<file path="src/rtl/operand_fetch_stage_pkg.sv">
// Shared widths and ALU control codes for the operand fetch stage and its register file.
package operand_fetch_stage_pkg;

  localparam int DATA_W = 32;
  localparam int REG_AW = 5;
  localparam int CTRL_W = 4;
  localparam int IMM_W  = 16;

  typedef enum logic [CTRL_W-1:0] {
    ALU_AND = 4'b0000,
    ALU_OR  = 4'b0001,
    ALU_ADD = 4'b0010,
    ALU_SUB = 4'b0110,
    ALU_SLT = 4'b0111,
    ALU_NOR = 4'b1100
  } alu_ctrl_e;

endpackage

</file>
<file path="src/rtl/operand_fetch_stage_reg_file.sv">
// 2-read / 1-write register file; register 0 is hardwired to zero, reads bypass the same-cycle write.
module reg_file
  import operand_fetch_stage_pkg::*;
#(
  parameter int DW = DATA_W,
  parameter int AW = REG_AW
) (
  input  logic          i_clk,
  input  logic          i_rst_n,
  input  logic          i_wb_en,
  input  logic [AW-1:0] i_wb_addr,
  input  logic [DW-1:0] i_wb_data,
  input  logic [AW-1:0] i_rd_addr_a,
  output logic [DW-1:0] o_rd_data_a,
  input  logic [AW-1:0] i_rd_addr_b,
  output logic [DW-1:0] o_rd_data_b
);

  logic [DW-1:0] regs [2**AW];
  logic          wb_hit;

  assign wb_hit = i_wb_en && (i_wb_addr != '0);

  always_ff @(posedge i_clk or negedge i_rst_n) begin
    if (!i_rst_n) begin
      for (int i = 0; i < 2**AW; i++) regs[i] <= '0;
    end else if (wb_hit) begin
      regs[i_wb_addr] <= i_wb_data;
    end
  end

  assign o_rd_data_a = (wb_hit && (i_wb_addr == i_rd_addr_a)) ? i_wb_data :
                       (i_rd_addr_a == '0) ? '0 : regs[i_rd_addr_a];
  assign o_rd_data_b = (wb_hit && (i_wb_addr == i_rd_addr_b)) ? i_wb_data :
                       (i_rd_addr_b == '0) ? '0 : regs[i_rd_addr_b];

endmodule

</file>
<file path="src/rtl/operand_fetch_stage.sv">
// Operand fetch: reads sources, extends the immediate, and holds ALU operands behind a valid/ready handshake.
module operand_fetch_stage
  import operand_fetch_stage_pkg::*;
#(
  parameter int DATA_W = operand_fetch_stage_pkg::DATA_W,
  parameter int REG_AW = operand_fetch_stage_pkg::REG_AW
) (
  input  logic                     i_clk,
  input  logic                     i_rst_n,
  input  logic                     i_valid,
  output logic                     o_ready,
  input  logic [REG_AW-1:0]        i_rs,
  input  logic [REG_AW-1:0]        i_rt,
  input  logic [IMM_W-1:0]         i_imm,
  input  logic                     i_use_imm,
  input  logic                     i_imm_zext,
  input  logic [CTRL_W-1:0]        i_control,
  input  logic                     i_wb_en,
  input  logic [REG_AW-1:0]        i_wb_addr,
  input  logic [DATA_W-1:0]        i_wb_data,
  input  logic                     i_flush,
  output logic                     o_valid,
  input  logic                     i_ready,
  output logic signed [DATA_W-1:0] o_op1,
  output logic signed [DATA_W-1:0] o_op2,
  output logic [CTRL_W-1:0]        o_control,
  output logic [DATA_W-1:0]        o_store_data
);

  logic [DATA_W-1:0] rs_data;
  logic [DATA_W-1:0] rt_data;
  logic [DATA_W-1:0] imm_ext;
  logic              load;

  reg_file #(.DW(DATA_W), .AW(REG_AW)) u_reg_file (
    .i_clk       (i_clk),
    .i_rst_n     (i_rst_n),
    .i_wb_en     (i_wb_en),
    .i_wb_addr   (i_wb_addr),
    .i_wb_data   (i_wb_data),
    .i_rd_addr_a (i_rs),
    .o_rd_data_a (rs_data),
    .i_rd_addr_b (i_rt),
    .o_rd_data_b (rt_data)
  );

  assign imm_ext = i_imm_zext ? {{(DATA_W-IMM_W){1'b0}}, i_imm}
                              : {{(DATA_W-IMM_W){i_imm[IMM_W-1]}}, i_imm};

  // Ready depends only on our own state and downstream ready, never on i_valid.
  assign o_ready = !o_valid || i_ready;
  assign load    = i_valid && o_ready && !i_flush;

  always_ff @(posedge i_clk or negedge i_rst_n) begin
    if (!i_rst_n) begin
      o_valid      <= 1'b0;
      o_op1        <= '0;
      o_op2        <= '0;
      o_control    <= '0;
      o_store_data <= '0;
    end else begin
      if (i_flush)      o_valid <= 1'b0;
      else if (load)    o_valid <= 1'b1;
      else if (i_ready) o_valid <= 1'b0;

      if (load) begin
        o_op1        <= rs_data;
        o_op2        <= i_use_imm ? imm_ext : rt_data;
        o_control    <= i_control;
        o_store_data <= rt_data;
      end
    end
  end

endmodule
</file>
<file path="config.mk">
export PLATFORM = sky130hd
export DESIGN_NAME = operand_fetch_stage
export DESIGN_NICKNAME = d
export VERILOG_FILES = /design/src/rtl/operand_fetch_stage_pkg.sv /design/src/rtl/operand_fetch_stage_reg_file.sv /design/src/rtl/operand_fetch_stage.sv
export SDC_FILE = /design/constraint.sdc
export NUM_CORES = 2
export LEC_CHECK = 0
export CAP_MARGIN = 25
export CORE_MARGIN = 2
export CORE_UTILIZATION = 45
export DETAILED_ROUTE_END_ITERATION = 8
export MAX_ROUTING_LAYER = met4
export PLACE_DENSITY = 0.69
export SLEW_MARGIN = 30
export SYNTH_ARGS = -nofsm -noshare
export SYNTH_HDL_FRONTEND = slang
export SYNTH_SLANG_ARGS = --single-unit
export TNS_END_PERCENT = 1
</file>
<file path="constraint.sdc">
create_clock -name i_clk -period 1.9 [get_ports i_clk]
set_input_delay 0.38 -clock i_clk [delete_from_list [all_inputs] [get_ports i_clk]]
set_output_delay 0.38 -clock i_clk [all_outputs]
set_load 0.005 [all_outputs]
</file>
Yosys cells after proc, flatten, opt, wreduce, memory -nomap -nowiden
Cells that the tools add are included.
{"block": "totals", "reg_bits": 1125, "output_inout_bits": 102}
{"block": "op_classes", "n_mux": 18, "bitwise_logic": 3, "n_eq_ne": 2, "magnitude_cmp": 4, "n_reduce_logical": 13}
{"op": "1024-bit bitwise mux", "n": 1}
{"op": "32-bit 2-to-1 mux", "n": 11}
{"op": "32-bit binary-select mux with 5-bit select", "n": 2}
{"op": "32-bit demux with 5-bit select", "n": 1}
{"op": "6-bit greater-or-equal comparator, second input constant", "n": 3}
{"op": "5-bit inverter with 6-bit output", "n": 3}
{"op": "5-bit == test", "n": 2}
{"op": "5-bit logical NOT", "n": 2}
{"op": "1-bit logical AND", "n": 6}
{"op": "6-bit by 1-bit < comparator with 1-bit output, second input constant", "n": 1}
{"op": "5-bit nonzero test", "n": 1}
{"op": "1-bit 2-to-1 mux", "n": 3}
{"op": "3-bit nonzero test", "n": 1}
{"op": "1-bit logical NOT", "n": 2}
{"op": "1-bit logical OR", "n": 1}

Logic depth before layout (Yosys ltp)
{"block": "logic_depth", "ltp_word": 7, "depth_mapped": 9, "depth_no_buf": 5}

By module
A second synthesis with hierarchy kept.
{"block": "hier_totals", "cells_unflattened": 4194, "hier_area_um2": 59711.0}
{"mod": "reg_file", "cells_each": 3923, "n_inst": 1, "area_each_um2": 55054.1, "seq_area_each_um2": 25624.6}
{"mod": "operand_fetch_stage", "cells_each": 271, "n_inst": 1, "area_each_um2": 4657.0, "seq_area_each_um2": 2527.4}

Least setup slack after synthesis
OpenSTA, ideal clock, no wires.
{"block": "synth_timing", "path_kind": "input to register", "from": "input i_rs[2]", "to": "register o_op1[0]", "n_path_buf": 3, "arrival_ps": 2376, "stages": 7, "slack_ps": -600, "setup_ps": 124, "path_cell_list": "clkbuf_1 > clkbuf_1 > buf_1 > mux4_2 > mux4_2 > nor2b_1 > a211o_1"}
{"block": "synth_between", "elab_chain_len": 6}
{"item": "from (decl)", "line_no": "operand_fetch_stage.sv:12", "rtl": "input logic [REG_AW-1:0] i_rs,"}
{"item": "5-bit inverter with 6-bit output (implied by the code)", "line_no": "operand_fetch_stage_reg_file.sv:33", "rtl": "(i_rd_addr_a == '0) ? '0 : regs[i_rd_addr_a];"}
{"item": "32-bit binary-select mux with 5-bit select", "line_no": "operand_fetch_stage_reg_file.sv:33"}
{"item": "32-bit 2-to-1 mux (implied by the code) (2 in series)", "line_no": "operand_fetch_stage_reg_file.sv:33"}
{"item": "32-bit 2-to-1 mux", "line_no": "operand_fetch_stage_reg_file.sv:33"}
{"item": "32-bit 2-to-1 mux *", "line_no": "operand_fetch_stage_reg_file.sv:32", "rtl": "assign o_rd_data_a = (wb_hit && (i_wb_addr == i_rd_addr_a)) ? i_wb_data :"}
{"item": "to (signal assigned)", "line_no": "operand_fetch_stage.sv:67", "rtl": "o_op1 <= rs_data;"}
{"item": "to (decl)", "line_no": "operand_fetch_stage.sv:24", "rtl": "output logic signed [DATA_W-1:0] o_op1,"}
Mark *: on every way between the ends. The rest lies on a longest branch, timed or not. The select of a mux whose other input is x is not followed.
A chain may end at the register's enable or synchronous reset.

Final worst setup path
{"block": "layout_timing", "from": "register u_reg_file.regs[270] (netlist bit)", "to": "register o_op2[14]"}
{"block": "layout_between", "elab_chain_len": 6}
{"item": "from (decl)", "line_no": "operand_fetch_stage_reg_file.sv:19", "rtl": "logic [DW-1:0] regs [2**AW];"}
{"item": "from (signal, indexed assignment)", "line_no": "operand_fetch_stage_reg_file.sv:28", "rtl": "regs[i_wb_addr] <= i_wb_data;"}
{"item": "32-bit binary-select mux with 5-bit select", "line_no": "operand_fetch_stage_reg_file.sv:35", "rtl": "(i_rd_addr_b == '0) ? '0 : regs[i_rd_addr_b];"}
{"item": "32-bit 2-to-1 mux (implied by the code) (2 in series)", "line_no": "operand_fetch_stage_reg_file.sv:35"}
{"item": "32-bit 2-to-1 mux", "line_no": "operand_fetch_stage_reg_file.sv:35"}
{"item": "32-bit 2-to-1 mux", "line_no": "operand_fetch_stage_reg_file.sv:34", "rtl": "assign o_rd_data_b = (wb_hit && (i_wb_addr == i_rd_addr_b)) ? i_wb_data :"}
{"item": "32-bit 2-to-1 mux", "line_no": "operand_fetch_stage.sv:68", "rtl": "o_op2 <= i_use_imm ? imm_ext : rt_data;"}
{"item": "to (signal assigned)", "line_no": "operand_fetch_stage.sv:68"}
{"item": "to (decl)", "line_no": "operand_fetch_stage.sv:25", "rtl": "output logic signed [DATA_W-1:0] o_op2,"}
No other way between the ends. The select of a mux whose other input is x is not followed.

==> reports/metrics.yaml <==
cp_max_fo: 3
synth.distinct_cells: 46
wl_per_cell_um: 31.61
tns_ns: -0.2309
io_pins: 177
p_per_area_nw_per_um2: 1011
period_needed_ns: 2.000
grt_max_degree: 86
hp-class: "in2async"
worstSetupStartpointType: "flip-flop"
drt_iter0_drc: 4178
hold_viol_final: 0
fin_skew_ns: 0.03145
syn_area_per_cell_sq_um: 15.37
die_area_sq_um: 131400
cts.sinks: 1125
start_util_pct: 45.36
ant_nets: 0
cap_violations: 0
critPathRequiredTime_ns: 2.54
fp-row-count: 131
grt_first_pass_wirelength_um: 276900
clock-root-buffer: "clkbuf_16"
p_leak_nw: 31.24
period_share_pct: 105.3
violations: "setup timing"
rsz0062_at_grt: "true"
cts_tree: "built"
tightestPinTransition_ns: 0.5565
layoutNonFillerInstCount: 5975
worstPathArrival_ns: 2.64
fin_nets: 4285
vias_per_cell: 6.547
worstSkewPairLatency_ns: 0.74
cts_made_buffers: 114
synthArstFlopShare_pct: 100.0
synth-edff-count: 0
pwr-share-clk_pct: 33.5
htreeDepth: 3
multiInputGateArea_sq_um: 28250
seq_area_sq_um: 28160
dp_hpwl_um: 127100
die_x_um: 362.5
fillers: 10050
setup_viol: 10
final_core_util_pct: 55.72
gp_congestion: 0.9088
power_frac_comb_pct: 21.8
yosysWarnings: 0
internal-power_mw: 52.36
grt_usage_pct: 29.50
synth_flop_cell: "dfrtp_1"
clock_path_buffers: 3
drtPass1Iterations: 5
dp.cells: 5743
cp-end-kind: "flip-flop"
max_slew_margin_pct: 62.74
syn_area_sq_um: 57840
fp.coreArea_sq_um: 127500
ys_seq_area_share_pct: 48.67
synth_cells: 3762
status: "finished with violations"
slew_viol_final: 0
grt_pass1_vias: 40260
holdWs_ns: 0.1556
overflow: 0
p_switching_mw: 19.45
routed_wl_um: 188800
p_sw_share_pct: 27.08
path_clk_slew_ns: 0.07
drive_above_1_share_pct: 55.00
io_buffers: 176
synth_nets: 3837
synth_seq_cells: 1125
power_frac_seq_pct: 44.7
drcViolationCount: 0
die_h_um: 362.5
fmax_mhz: 500.0
antenna_found_initial: 4
vias: 39120
area_growth_pct: 22.85
worstSetupPathType: "reg2reg"
totalPowerFinal_mw: 71.81
worst_slack_ns: -0.1000
ir_worst_vdd_mv: 0.9023
[state kept, by name, summed over array words and instances, names as in the netlist]
signal,flops
u_reg_file.regs,1024
o_op2,32
o_op1,32
o_store_data,32
o_valid,1
o_control,4
[synth_stat cells, drive strengths merged (2+ instances only)]
cell type	count	area (sq um)
dfrtp	1125	28150
mux2	974	10970
mux4	576	12970
clkbuf	301	1130
buf	125	653.1
o22ai	105	656.9
nand2	81	304.0
nor2	77	289.0
o21ai	54	270.3
a21oi	48	240.2
nand3	47	235.2
nor2b	35	219.0
a211o	32	280.3
a22o	32	280.3
nand4	27	168.9
mux2i	22	220.2
a32oi	20	175.2
a221oi	16	140.1
nand3b	11	82.58
xnor2	10	87.58
inv	5	18.76
nor3	5	25.02
or3b	5	43.79
nor3b	4	30.03
nor4	4	37.53
nand4b	3	26.28
o311ai	3	26.28
a22oi	2	15.01
and3	2	12.51
nand2b	2	12.51
or3	2	12.51
[stage by stage]
step | setup slack (ns) | cell area, sq um
finish | -0.1000 | 71060
global route | -0.1532 | 71050
CTS | -0.04913 | 70750
detailed placement | -0.9424 | 66760
global placement | -0.8638 | 66760
floorplan | -0.3052 | 58120
[critical path, stage by stage (launching register included)]
cell       delay (ns)
dfrtp_1          0.41
mux4_2           0.48
mux2i_1          0.34
a2bb2oi_2        0.15
a311oi_1         0.24
buf_4            0.19
o21ai_1          0.07
[cells by family (layout without fill, tap and decap cells)]
| kind of cell | count (synthesis) | in the layout | synth area share [%] |
|---|---|---|---|
| mux | 1572 | 1572 | 41.77 |
| flops | 1125 | 1125 | 48.67 |
| other cells | 0 | 4 | 0 |
| buf+inv | 431 | 978 | 3.115 |
| xor+xnor | 10 | 10 | 0.1514 |
| compound gates | 317 | 317 | 3.671 |
| simple gates | 307 | 307 | 2.620 |
[power groups by stage]
stage          clock (mW)  combinational, mW  sequential, mW
6_report             24.1               15.6            32.1
5_1_grt              25.4               16.6            32.6
4_1_cts              24.3               15.5            31.9
3_5_place_dp            0               15.7            32.3
3_3_place_gp            0               15.3            32.1
2_1_floorplan           0               10.3            31.0
[path summary, 6_finish.rpt]
check | end | slack, ns | start | depth (start not counted)
max in group asynchronous | u_reg_file.regs[691] | 0.88 | i_rst_n | 4
worst max-delay path | o_op2[14] | -0.10 | u_reg_file.regs[270] | 6
worst min-delay path | u_reg_file.regs[1022] | 0.16 | i_rst_n | 2
worst max register to register | o_op2[14] | -0.10 | u_reg_file.regs[270] | 6
worst min register to register | u_reg_file.regs[1012] | 0.40 | u_reg_file.regs[1012] | 0
min in group i_clk | o_control[2] | 0.17 | i_control[2] | 3
[metal layers]
layer  share of wire (%)  wire length, um  vias to the layer above  track usage, %
li1                    -                -                    15580               -
met1                  41            77800                    21310           40.67
met2                  46            87500                     1869           43.96
met3                 9.0            17060                      360           6.152
met4                 3.4             6489                        0           9.731
met5                   0                0                        -               -
[cell type report]
cell class / instances / area share [%]
multi-input combinational: 2206 / 39.76
clock inverter: 43 / 0.8399
sequential: 1125 / 39.63
antenna: 4 / 0.01409
inverter: 5 / 0.02641
timing repair buffer: 758 / 12.04
tap: 1662 / 2.926
clock buffer: 172 / 4.759
[repair_timing]
| action | CTS | global route |
|---|---|---|
| hold buffers | 1 | 0 |
| setup buffers | 1 | 7 |
| gates cloned | 0 | 4 |
| gates resized for setup | 138 | 39 |
| pin swaps | 1 | 9 |
| hold endpoints to repair | 168 | 0 |
| endpoints found under the setup margin | 158 | 69 |
[layout by cell type (no fill, tap or decap), types with 5 or more instances in the layout]
cell             Yosys  final
nor2b_4              0      5
mux2_1              34     34
nand3_1             47     44
dfrtp_2              0      9
a21oi_1             48     48
a211o_1             32     32
mux2i_1             22     22
dlygate4sd2_1        0     91
o22ai_1            105    102
clkbuf_1           301     28
a221oi_1            16     12
nand4_1             27     27
dfrtp_1           1125   1116
o21ai_0             42     36
mux2_2             940    940
buf_4                1    378
a22o_1              32     32
clkinv_2             0     25
bufinv_16            0     13
buf_6               12     13
mux4_2             576    576
nor2_4               0     13
nand2_1             81     66
clkbuf_8             0     29
clkdlybuf4s50_1      0     62
xnor2_1             10      8
nor2b_1             35     30
nand2_2              0     15
clkbuf_16            0    118
buf_12               0    188
a32oi_1             20     20
clkdlybuf4s15_1      0     10
nand3b_1            11     11
o21ai_1             12     18
nor2_1              77     62
Power figures use the tool's default switching activity.
